<file path="src/rtl/runway_pattern_decoder.sv">
// Runway-light pattern decoder: watches the 3-bit light pattern, recovers the
// wind code behind each transition, flags ambiguous or illegal samples and
// reports a locked wind after CONFIRM identical decodes in a row.
module runway_pattern_decoder #(
    parameter int CONFIRM = 3,
    parameter int CNT_W   = 4
) (
    input  logic             clk,
    input  logic             reset,
    input  logic             i_en,
    input  logic [2:0]       i_lights,
    input  logic             i_clr_fault,
    output logic [1:0]       o_wind,
    output logic             o_locked,
    output logic             o_ambig,
    output logic             o_fault,
    output logic [CNT_W-1:0] o_err_cnt
);

    localparam int RUN_W = (CONFIRM < 2) ? 1 : $clog2(CONFIRM + 1);
    localparam logic [RUN_W-1:0] RUN_MAX = RUN_W'(CONFIRM);
    localparam logic [CNT_W-1:0] ERR_MAX = '1;

    localparam logic [2:0] P_101 = 3'b101;
    localparam logic [2:0] P_001 = 3'b001;
    localparam logic [2:0] P_010 = 3'b010;
    localparam logic [2:0] P_100 = 3'b100;

    typedef enum logic [1:0] {S_EMPTY, S_TRACK, S_LOCKED, S_FAULT} state_t;

    state_t             r_state, w_state_next;
    logic [2:0]         r_prev, w_prev_next;
    logic [1:0]         r_wind, w_wind_next;
    logic               r_locked, w_locked_next;
    logic               r_ambig, w_ambig_next;
    logic               r_fault, w_fault_next;
    logic [CNT_W-1:0]   r_err_cnt, w_err_cnt_next;
    logic [RUN_W-1:0]   r_run, w_run_next;

    logic               w_pat_bad;
    logic               w_trans_bad;
    logic               w_trans_ambig;
    logic               w_illegal;
    logic [1:0]         w_code;
    logic [RUN_W-1:0]   w_run_new;
    logic [CNT_W-1:0]   w_err_inc;

    // Transition decode: classify the current pattern against the previous one.
    always_comb begin
        w_pat_bad     = !((i_lights == P_101) || (i_lights == P_001) ||
                          (i_lights == P_010) || (i_lights == P_100));
        w_trans_bad   = (r_prev == P_100) && (i_lights == P_101);
        w_trans_ambig = (r_prev == P_100) && (i_lights == P_010);
        w_code        = 2'b11;  // repeating the same pattern always means 11
        case (r_prev)
            P_101: begin
                if (i_lights == P_010)      w_code = 2'b00;
                else if (i_lights == P_001) w_code = 2'b01;
                else if (i_lights == P_100) w_code = 2'b10;
            end
            P_001: begin
                if (i_lights == P_101)      w_code = 2'b00;
                else if (i_lights == P_010) w_code = 2'b01;
                else if (i_lights == P_100) w_code = 2'b10;
            end
            P_010: begin
                if (i_lights == P_101)      w_code = 2'b00;
                else if (i_lights == P_100) w_code = 2'b01;
                else if (i_lights == P_001) w_code = 2'b10;
            end
            default: begin
                if (i_lights == P_001)      w_code = 2'b01;
            end
        endcase
        // A stale prev in EMPTY/FAULT must not turn a legal pattern illegal.
        w_illegal = w_pat_bad ||
                    (((r_state == S_TRACK) || (r_state == S_LOCKED)) && w_trans_bad);
        w_run_new = (w_code == r_wind) ?
                    ((r_run >= RUN_MAX) ? RUN_MAX : r_run + RUN_W'(1)) : RUN_W'(1);
        w_err_inc = (r_err_cnt == ERR_MAX) ? r_err_cnt : r_err_cnt + CNT_W'(1);
    end

    // Next-state and next-output logic; everything holds unless a sample or clear acts.
    always_comb begin
        w_state_next   = r_state;
        w_prev_next    = r_prev;
        w_wind_next    = r_wind;
        w_locked_next  = r_locked;
        w_ambig_next   = r_ambig;
        w_fault_next   = r_fault;
        w_err_cnt_next = r_err_cnt;
        w_run_next     = r_run;
        if (i_clr_fault && (r_state == S_FAULT)) begin
            // Clearing wins over any sample taken in the same cycle.
            w_state_next = S_EMPTY;
            w_fault_next = 1'b0;
        end else if (i_en) begin
            if (w_illegal) begin
                w_state_next   = S_FAULT;
                w_fault_next   = 1'b1;
                w_err_cnt_next = w_err_inc;
                w_locked_next  = 1'b0;
                w_run_next     = '0;
                w_ambig_next   = 1'b0;
            end else begin
                case (r_state)
                    S_EMPTY: begin
                        w_prev_next  = i_lights;
                        w_state_next = S_TRACK;
                    end
                    S_TRACK, S_LOCKED: begin
                        w_prev_next = i_lights;
                        if (w_trans_ambig) begin
                            w_ambig_next = 1'b1;
                        end else begin
                            w_wind_next   = w_code;
                            w_ambig_next  = 1'b0;
                            w_run_next    = w_run_new;
                            w_locked_next = (w_run_new == RUN_MAX);
                            w_state_next  = (w_run_new == RUN_MAX) ? S_LOCKED : S_TRACK;
                        end
                    end
                    default: begin
                        // FAULT: legal samples are ignored until cleared.
                    end
                endcase
            end
        end
    end

    // State and output registers with synchronous reset.
    always_ff @(posedge clk) begin
        if (reset) begin
            r_state   <= S_EMPTY;
            r_prev    <= P_101;
            r_wind    <= 2'b00;
            r_locked  <= 1'b0;
            r_ambig   <= 1'b0;
            r_fault   <= 1'b0;
            r_err_cnt <= '0;
            r_run     <= '0;
        end else begin
            r_state   <= w_state_next;
            r_prev    <= w_prev_next;
            r_wind    <= w_wind_next;
            r_locked  <= w_locked_next;
            r_ambig   <= w_ambig_next;
            r_fault   <= w_fault_next;
            r_err_cnt <= w_err_cnt_next;
            r_run     <= w_run_next;
        end
    end

    assign o_wind    = r_wind;
    assign o_locked  = r_locked;
    assign o_ambig   = r_ambig;
    assign o_fault   = r_fault;
    assign o_err_cnt = r_err_cnt;

endmodule

</file>
<file path="config.mk">
export PLATFORM = sky130hd
export DESIGN_NAME = runway_pattern_decoder
export DESIGN_NICKNAME = d
export VERILOG_FILES = /design/src/rtl/runway_pattern_decoder.sv
export SDC_FILE = /design/constraint.sdc
export NUM_CORES = 1
export LEC_CHECK = 0
export BUFFER_PORTS_ARGS = -buffer_cell sky130_fd_sc_hd__buf_2
export CAP_MARGIN = 0
export CORE_ASPECT_RATIO = 1.2
export CORE_MARGIN = 2
export CORE_UTILIZATION = 50
export CTS_BUF_LIST = sky130_fd_sc_hd__clkbuf_4
export DETAILED_ROUTE_END_ITERATION = 7
export PLACE_DENSITY = 0.72
export SLEW_MARGIN = 10
export SYNTH_ARGS = -nofsm -noshare
export SYNTH_HDL_FRONTEND = slang
export SYNTH_SLANG_ARGS = --single-unit
export TNS_END_PERCENT = 50
</file>
<file path="constraint.sdc">
create_clock -name clk -period 3.7 [get_ports clk]
set_input_delay 0.185 -clock clk [delete_from_list [all_inputs] [get_ports clk]]
set_output_delay 0.185 -clock clk [all_outputs]
set_load 0.02 [all_outputs]
</file>
==> impl_results.md, run 1 <==
- Result of the run: finished clean
- Residual antenna-violating net count after detailed routing: 0
- Sequence of cells on the critical path: inv_1, ha_1, o41ai_1, a31oi_1, o21ai_0, a21oi_1
- Vert. Die Dim: 54.5 um
- Number of CTS-inserted buffers: 3
- Maximum clock frequency: around 540 MHz
- Skew final: 4.17 ps
- Mean number of vias per cell: roughly 5.8
- Library cell with the highest instance count after synthesis: sky130_fd_sc_hd__dfxtp_1
- Asr flop ratio synth: 0
- Post-detailed-routing wire length: approximately 2100 um
- Time the worst path needs with I/O delays and setup: 1850 ps
- Resize count post-CTS: 0
- Wire length of the first global-routing pass: between 3000 and 4000 um
- Buffers added on ports: 15
- Weighted congestion reported at the end of routability-driven placement: around 0.8
- Number of setup buffers added after CTS: 0
- Cell chosen for the clock root: sky130_fd_sc_hd__clkbuf_4
- Ant. Diodes: 0
- Total power divided by cell area: ~350 nW/um^2
- Post-synthesis sequential area ratio: 0.301
- Horizontal extent of the die: 46.1 um
- Count of filler cells inserted in the layout: 196
- DRC viols: 0
- Critical path launch point type: flop
- Number of global-route vias before repair: 818
- Flip-flop cell with the highest count after synthesis: sky130_fd_sc_hd__dfxtp_1
- Area of combinational cells with multiple inputs: roughly 680 um^2
- Total global routing track utilization: 0.197
- Synth Net Count: ~130
- # IOs: 16
- Peak fanout along the critical path: 10
- Area of the die: 2510 um^2
- Arrival time reported for the critical path endpoint: 2020 ps
- DP Area: between 1000 and 1500 um^2
- Number of nets in the final layout: approximately 150
- Number of DRC violations after detailed-routing iteration 0: 12
- Number of detailed-route iterations in the first pass: 4
- Largest vdd supply drop: ~0.00025 V
- Clock-pin slew of the registers on the worst-case setup and hold paths: ~80 ps
- Total clock sinks: 16
- Buf+Inv Stages, Crit Path: 1
- Unrepaired setup endpoints after global routing: false
- Latest clock arrival within the worst-skew pair: between 200 and 300 ps
- Count of maximum capacitance violations: 0
- Category of the worst setup path capture point: flop
- Final Max Slew Viols: 0
- Initial antenna violation count: 0
- Starting density of the core: 0.525
- Required time at the worst-slack endpoint: a little under 4000 ps
- Placeable core region: between 2000 and 2500 um^2
- Slew at the pin closest to its max-slew limit: between 500 and 600 ps
- Share of the clock period used by the worst path: 0.500
- WL/cell: 13.8 um
- CTS H-tree lvls: 1
- Combined flip-flop and latch cell area: about 320 um^2
- Number of rows in the core area: 18
- Final cell utilization of the core: 0.564
- Worst Hold Class: in -> reg
- Top cells by count, synth: 16 x sky130_fd_sc_hd__dfxtp_1, 14 x sky130_fd_sc_hd__nor2_1, 8 x sky130_fd_sc_hd__a21oi_1
- Count of yosys warnings during synthesis: 0
- Area growth syn-to-layout: 7.53%
- Gr ovfl total: 0
- Number of distinct library cell variants in the gate-level netlist after synthesis: 48
- Normalized max-slew margin: 0.654
- Setup TNS after final layout: 0 ps
- Leading cell types by total area after synthesis: sky130_fd_sc_hd__dfxtp_1 30%, sky130_fd_sc_hd__nor2_1 4.9%, sky130_fd_sc_hd__ha_1 4.7%, sky130_fd_sc_hd__a21oi_1 3.8%, sky130_fd_sc_hd__nand4_1 3.5%
- Static Leak: around 0.48 nW
- Area of all placed cells without fillers: 1140 um^2
- Combined area of all synthesized cells: ~1100 um^2
- Layout cell share with drive strength beyond 1: 0.224
- Seq cells post-synth: 16
- Cell type with the highest aggregate area in the netlist: sky130_fd_sc_hd__dfxtp_1
- Overall Power: a little over 0.4 mW
- Crit Path Category: reg -> reg
- Area fraction of the dominant cell type after synthesis: 0.301
- Number of hold-repair buffers added at the cts stage: 0
- Total via count after detailed routing: 897
- Critical Path Slowest Stage Cell: sky130_fd_sc_hd__o41ai_1
- Crit path largest cell delay: 480 ps
- Post-Synthesis Cells: between 100 and 150
- Mapped Avg Cell Area: between 8 and 9 um^2
- Half-perimeter wire length after detailed placement: 1610 um
- Largest net degree at the start of global routing: 17
- Final setup violation count: 0
- Maximum root-to-sink buffer count: 2
- Post-synth EDFFs: 0
- Count of final hold-check violations: 0
- Category of cells accounting for the largest share of critical-path delay: compound AO/OA/AOI/OAI gates
- CTS tree: yes
cell families (layout without fill, tap and decap cells):
group | Yosys count | count (layout) | synth area share
simple gates | 45 | 45 | 0.240
flops | 16 | 16 | 0.301
mux | 3 | 3 | 0.0282
compound gates | 35 | 35 | 0.251
buf+inv | 13 | 24 | 0.0612
xor+xnor | 7 | 7 | 0.0718
fa+ha+maj | 4 | 4 | 0.0471
state kept, by name (all words and copies together) (netlist names):
register	count
o_wind	2
r_prev	3
o_err_cnt	4
o_ambig	1
r_run	2
o_fault	1
o_locked	1
r_state	2
layer usage:
layer  wire (um)  share of wire  track usage
met2         947           0.45        0.313
met1        1040           0.49        0.257
met3          91          0.043       0.0264
met5           0              0            0
met4          44          0.021        0.100
through the flow:
| stage | cells | hold slack [ps] | worst slack (ps) |
|---|---|---|---|
| floorplan | 123 | 348 | 2070 |
| global placement | 151 | 436 | 1910 |
| detailed placement | 151 | 445 | 1880 |
| CTS | 154 | 184 | 1870 |
| global route | 154 | 226 | 1670 |
| finish | 154 | 183 | 1850 |
worst paths after layout:
kind | start | endpoint | slack (ps) | depth (start not counted)
setup / recovery | r_state[0] | r_state[1] | 1850 | 6
hold / removal | i_en | o_fault | 180 | 3
setup reg to reg | r_state[0] | r_state[1] | 1850 | 6
hold reg to reg | o_locked | o_locked | 450 | 2
layout by cell type, fill, tap and decap left out, types with 3 or more instances in the layout:
master	count
sky130_fd_sc_hd__buf_2	15
sky130_fd_sc_hd__inv_1	6
sky130_fd_sc_hd__xnor2_1	3
sky130_fd_sc_hd__mux2i_1	3
sky130_fd_sc_hd__ha_1	4
sky130_fd_sc_hd__nor2_1	14
sky130_fd_sc_hd__nand2_1	6
sky130_fd_sc_hd__a21oi_1	8
sky130_fd_sc_hd__clkbuf_4	3
sky130_fd_sc_hd__dfxtp_1	16
sky130_fd_sc_hd__o21ai_0	4
sky130_fd_sc_hd__nand2b_1	4
sky130_fd_sc_hd__nand4_1	6
sky130_fd_sc_hd__a31oi_1	4
report_power, final:
part | internal [mW] | total [mW] | switching (mW)
Clock | 0.0379 | 0.0916 | 0.0537
Sequential | 0.184 | 0.197 | 0.0130
Combinational | 0.0480 | 0.116 | 0.0684
Total | 0.270 | 0.405 | 0.135
area by class of cell:
type,instances,area share
well taps,20,0.0219
multi-input cells,94,0.593
inverters,6,0.0197
clock buffers,3,0.0197
flip-flops and latches,16,0.280
repair buffers,15,0.0656
worst reg2reg max path, stage by stage, from the launching register on:
cell	delay, ps
sky130_fd_sc_hd__dfxtp_1	380
sky130_fd_sc_hd__inv_1	60
sky130_fd_sc_hd__ha_1	440
sky130_fd_sc_hd__o41ai_1	480
sky130_fd_sc_hd__a31oi_1	100
sky130_fd_sc_hd__o21ai_0	210
sky130_fd_sc_hd__a21oi_1	60
Power figures use the tool's default switching activity.
==> run 2, diff against run 1 <==
--- a/config.mk
+++ b/config.mk
@@ -12,7 +12,7 @@
 export CORE_UTILIZATION = 50
 export CTS_BUF_LIST = sky130_fd_sc_hd__clkbuf_4
 export DETAILED_ROUTE_END_ITERATION = 7
-export PLACE_DENSITY = 0.72
+export PLACE_DENSITY = 0.75
 export SLEW_MARGIN = 10
 export SYNTH_ARGS = -nofsm -noshare
 export SYNTH_HDL_FRONTEND = slang
==> constraint.sdc (replaced) <==
create_clock -name clk -period 1.6 [get_ports clk]
set_input_delay 0.08 -clock clk [delete_from_list [all_inputs] [get_ports clk]]
set_output_delay 0.08 -clock clk [all_outputs]
set_load 0.02 [all_outputs]
==> run 2 against run 1 <==
The flow now finishes with violations (negative setup slack). Register-to-register slack worse by 1900 ps. Non-clock buffer count up 19. Critical path depth up 1. Count of clock-buffer cells in the layout unchanged. First-iteration DRC count up 67%. Combinational power rose to 3.5 times the previous value. Clock skew down 0.51 ps. Total power rose to 2.6 times the previous value. Die area unchanged. Sequential share of layout area down 4.1 points. Sequential power up 130%. Largest cell class unchanged.
==> impl_results.md, run 2 (synthesis gave the netlist of run 1 again) <==
- Result of the run: complete, but fails checks
- Failing checks: negative setup slack
- Largest net degree at the start of global routing: 14 (-3)
- Peak fanout along the critical path: 6 (-4)
- End of the worst register-to-register path: r_run[0]
- Critical Path Sink: r_run[0]
- Horizontal extent of the die: 46.1 um (unchanged)
- Count of final hold-check violations: 0 (unchanged)
- Required time at the worst-slack endpoint: 1770 ps (-2100 ps)
- Critical path launch point type: flop
- Count of filler cells inserted in the layout: 170 (-13%)
- Number of nets in the final layout: 166 (+13%)
- Crit Path Category: reg -> reg
- Final cell utilization of the core: 0.690 (+0.125)
- Total power divided by cell area: 761 nW/um^2 (+120%)
- WL/cell: 14.7 um (+6.7%)
- Flip-flop count of the largest register, all copies and words added: 4 (unchanged)
- Mean number of vias per cell: 5.83 (+0.13%)
- Residual antenna-violating net count after detailed routing: 0 (unchanged)
- Clock-pin slew of the registers on the worst-case setup and hold paths: 90 ps (about the same)
- Weighted congestion reported at the end of routability-driven placement: 0.770 (-4.1%)
- Wire length of the first global-routing pass: 3880 um (+9.1%)
- Placed Cells: 166 (+9.9%)
- Maximum clock frequency: 624 MHz (+15%)
- Skew final: 3.65 ps (-0.512 ps)
- Count of cells along the worst register-to-register path: 7 (+1)
- Final Max Slew Viols: 0 (unchanged)
- Final critical-path setup slack: -3.54 ps (-1850 ps)
- Area growth syn-to-layout: 31.4%
- Buffers added on ports: 15 (unchanged)
- Highest-count cells in the layout ignoring fill and taps: 18 x sky130_fd_sc_hd__buf_4, 15 x sky130_fd_sc_hd__buf_2, 13 x sky130_fd_sc_hd__nor2_1, 11 x sky130_fd_sc_hd__dfxtp_1
- RR Startpoint: r_prev[0]
- Static Leak: 0.595 nW (+23%)
- Worst Hold Class: in -> reg
- Number of DRC violations after detailed-routing iteration 0: 20 (+8)
- Number of CTS-inserted buffers: 3 (unchanged)
- Arrival time reported for the critical path endpoint: 1770 ps (-250 ps)
- Post-detailed-routing wire length: 2540 um (+20%)
- Share of the clock period used by the worst path: 1.00 (+0.503)
- Total global routing track utilization: 0.213 (+0.0164)
- Largest vdd supply drop: 0.000589 V (+140%)
- Initial antenna violation count: 0 (unchanged)
- Worst setup path startpoint: r_prev[0]
- Category of the worst setup path capture point: flop
- Area of all placed cells without fillers: 1400 um^2 (+22%)
- Cell chosen for the clock root: sky130_fd_sc_hd__clkbuf_4
- CTS tree: yes
- Most common cell after layout, fill and taps aside: sky130_fd_sc_hd__buf_4
- Total clock sinks: 16 (unchanged)
- CTS H-tree lvls: 1 (unchanged)
- Overall Power: 1.06 mW (+160%)
- Placeable core region: 2030 um^2 (unchanged)
- Setup TNS after final layout: -3.54 ps (-3.54 ps)
- Half-perimeter wire length after detailed placement: 1800 um (+12%)
- Final instance count without filler cells: 173 (+12%)
- Total via count after detailed routing: 1009 (+12%)
- Number of global-route vias before repair: 938 (+15%)
- Number of rows in the core area: 18 (unchanged)
- Worst setup slack for register-to-register paths: -4 ps (-1850 ps)
- Count of maximum capacitance violations: 0 (unchanged)
- Time the worst path needs with I/O delays and setup: 1600 ps (-245 ps)
- Slew at the pin closest to its max-slew limit: 324 ps (-193 ps)
- # IOs: 16 (unchanged)
- Ant. Diodes: 0 (unchanged)
- Number of detailed-route iterations in the first pass: 4 (unchanged)
- Normalized max-slew margin: 0.784 (+0.129)
- DRC viols: 0 (unchanged)
- Layout cell share with drive strength beyond 1: 0.412 (+0.188)
- Number of hold-repair buffers added at the cts stage: 0 (unchanged)
- Area of the die: 2510 um^2 (unchanged)
- Latest clock arrival within the worst-skew pair: 280 ps (about the same)
- Worst Hold Slack: 116 ps (-67.1 ps)
- DP Area: 1230 um^2 (+10%)
- Pre-CTS setup slack: -115 ps (-2000 ps)
- Final setup violation count: 1 (+1)
- Vert. Die Dim: 54.5 um (unchanged)
- Starting density of the core: 0.525 (unchanged)
- Maximum root-to-sink buffer count: 2 (unchanged)
- Unrepaired setup endpoints after global routing: true
- Gr ovfl total: 0 (unchanged)
run 2: cell types whose count changed in the layout (fill, tap and decap cells not counted), moves of 2 or more:
cell                      change
sky130_fd_sc_hd__dfxtp_4      +3
sky130_fd_sc_hd__buf_4       +18
sky130_fd_sc_hd__a21oi_1      -2
sky130_fd_sc_hd__dfxtp_2      +2
sky130_fd_sc_hd__ha_1         -2
sky130_fd_sc_hd__dfxtp_1      -5
sky130_fd_sc_hd__a21oi_2      +2
run 2: timing repair:
item | 4_1_cts | 5_1_grt
hold endpoints to repair | 0 | 0
gates resized for setup | 14 | 12
pin swaps | 3 | 10
buffers inserted | 1 | 3
endpoints found under the setup margin | 12 | 11
run 2: layout make-up:
type | count | area, um^2 | share of cell area
repair buffers | 34 | 221 | 0.158
inverters | 6 | 22.5 | 0.0161
well taps | 20 | 25.0 | 0.0179
clock buffers | 3 | 22.5 | 0.0161
multi-input cells | 94 | 772 | 0.552
flip-flops and latches | 16 | 334 | 0.239
run 2: how the worst min path moves through the flow:
stage	from	to	slack (ps)	cells after the start
after floorplan	i_en	o_fault	240	2
after global placement	i_en	o_fault	370	3
after detailed placement	i_en	o_fault	370	3
after CTS	i_en	o_fault	90	3
after global routing	reset	o_wind[0]	150	2
final	i_en	o_fault	120	3
run 2: critical path, cell delays in order, from the launching register on:
cell and delay (ps):
sky130_fd_sc_hd__dfxtp_4 380, sky130_fd_sc_hd__buf_6 120, sky130_fd_sc_hd__nor2_4 60, sky130_fd_sc_hd__a32oi_1 100, sky130_fd_sc_hd__o211a_1 260, sky130_fd_sc_hd__xnor2_2 260, sky130_fd_sc_hd__nand4_1 130, sky130_fd_sc_hd__a22o_1 190
run 2: metal layers:
metal  vias to the layer above  share of wire  routed length (um)  track usage
li1                        506              -                   -            -
met1                       472           0.41                1050        0.255
met2                        27           0.52                1330        0.368
met3                         4          0.047                 119       0.0264
met4                         0          0.017                  42        0.105
met5                         -              0                   0            0
run 2: power by group:
group	internal, mW	total, mW	switching, mW
Combinational	0.200	0.404	0.204
Sequential	0.426	0.458	0.0320
Clock	0.0871	0.202	0.115
Total	0.713	1.06	0.351
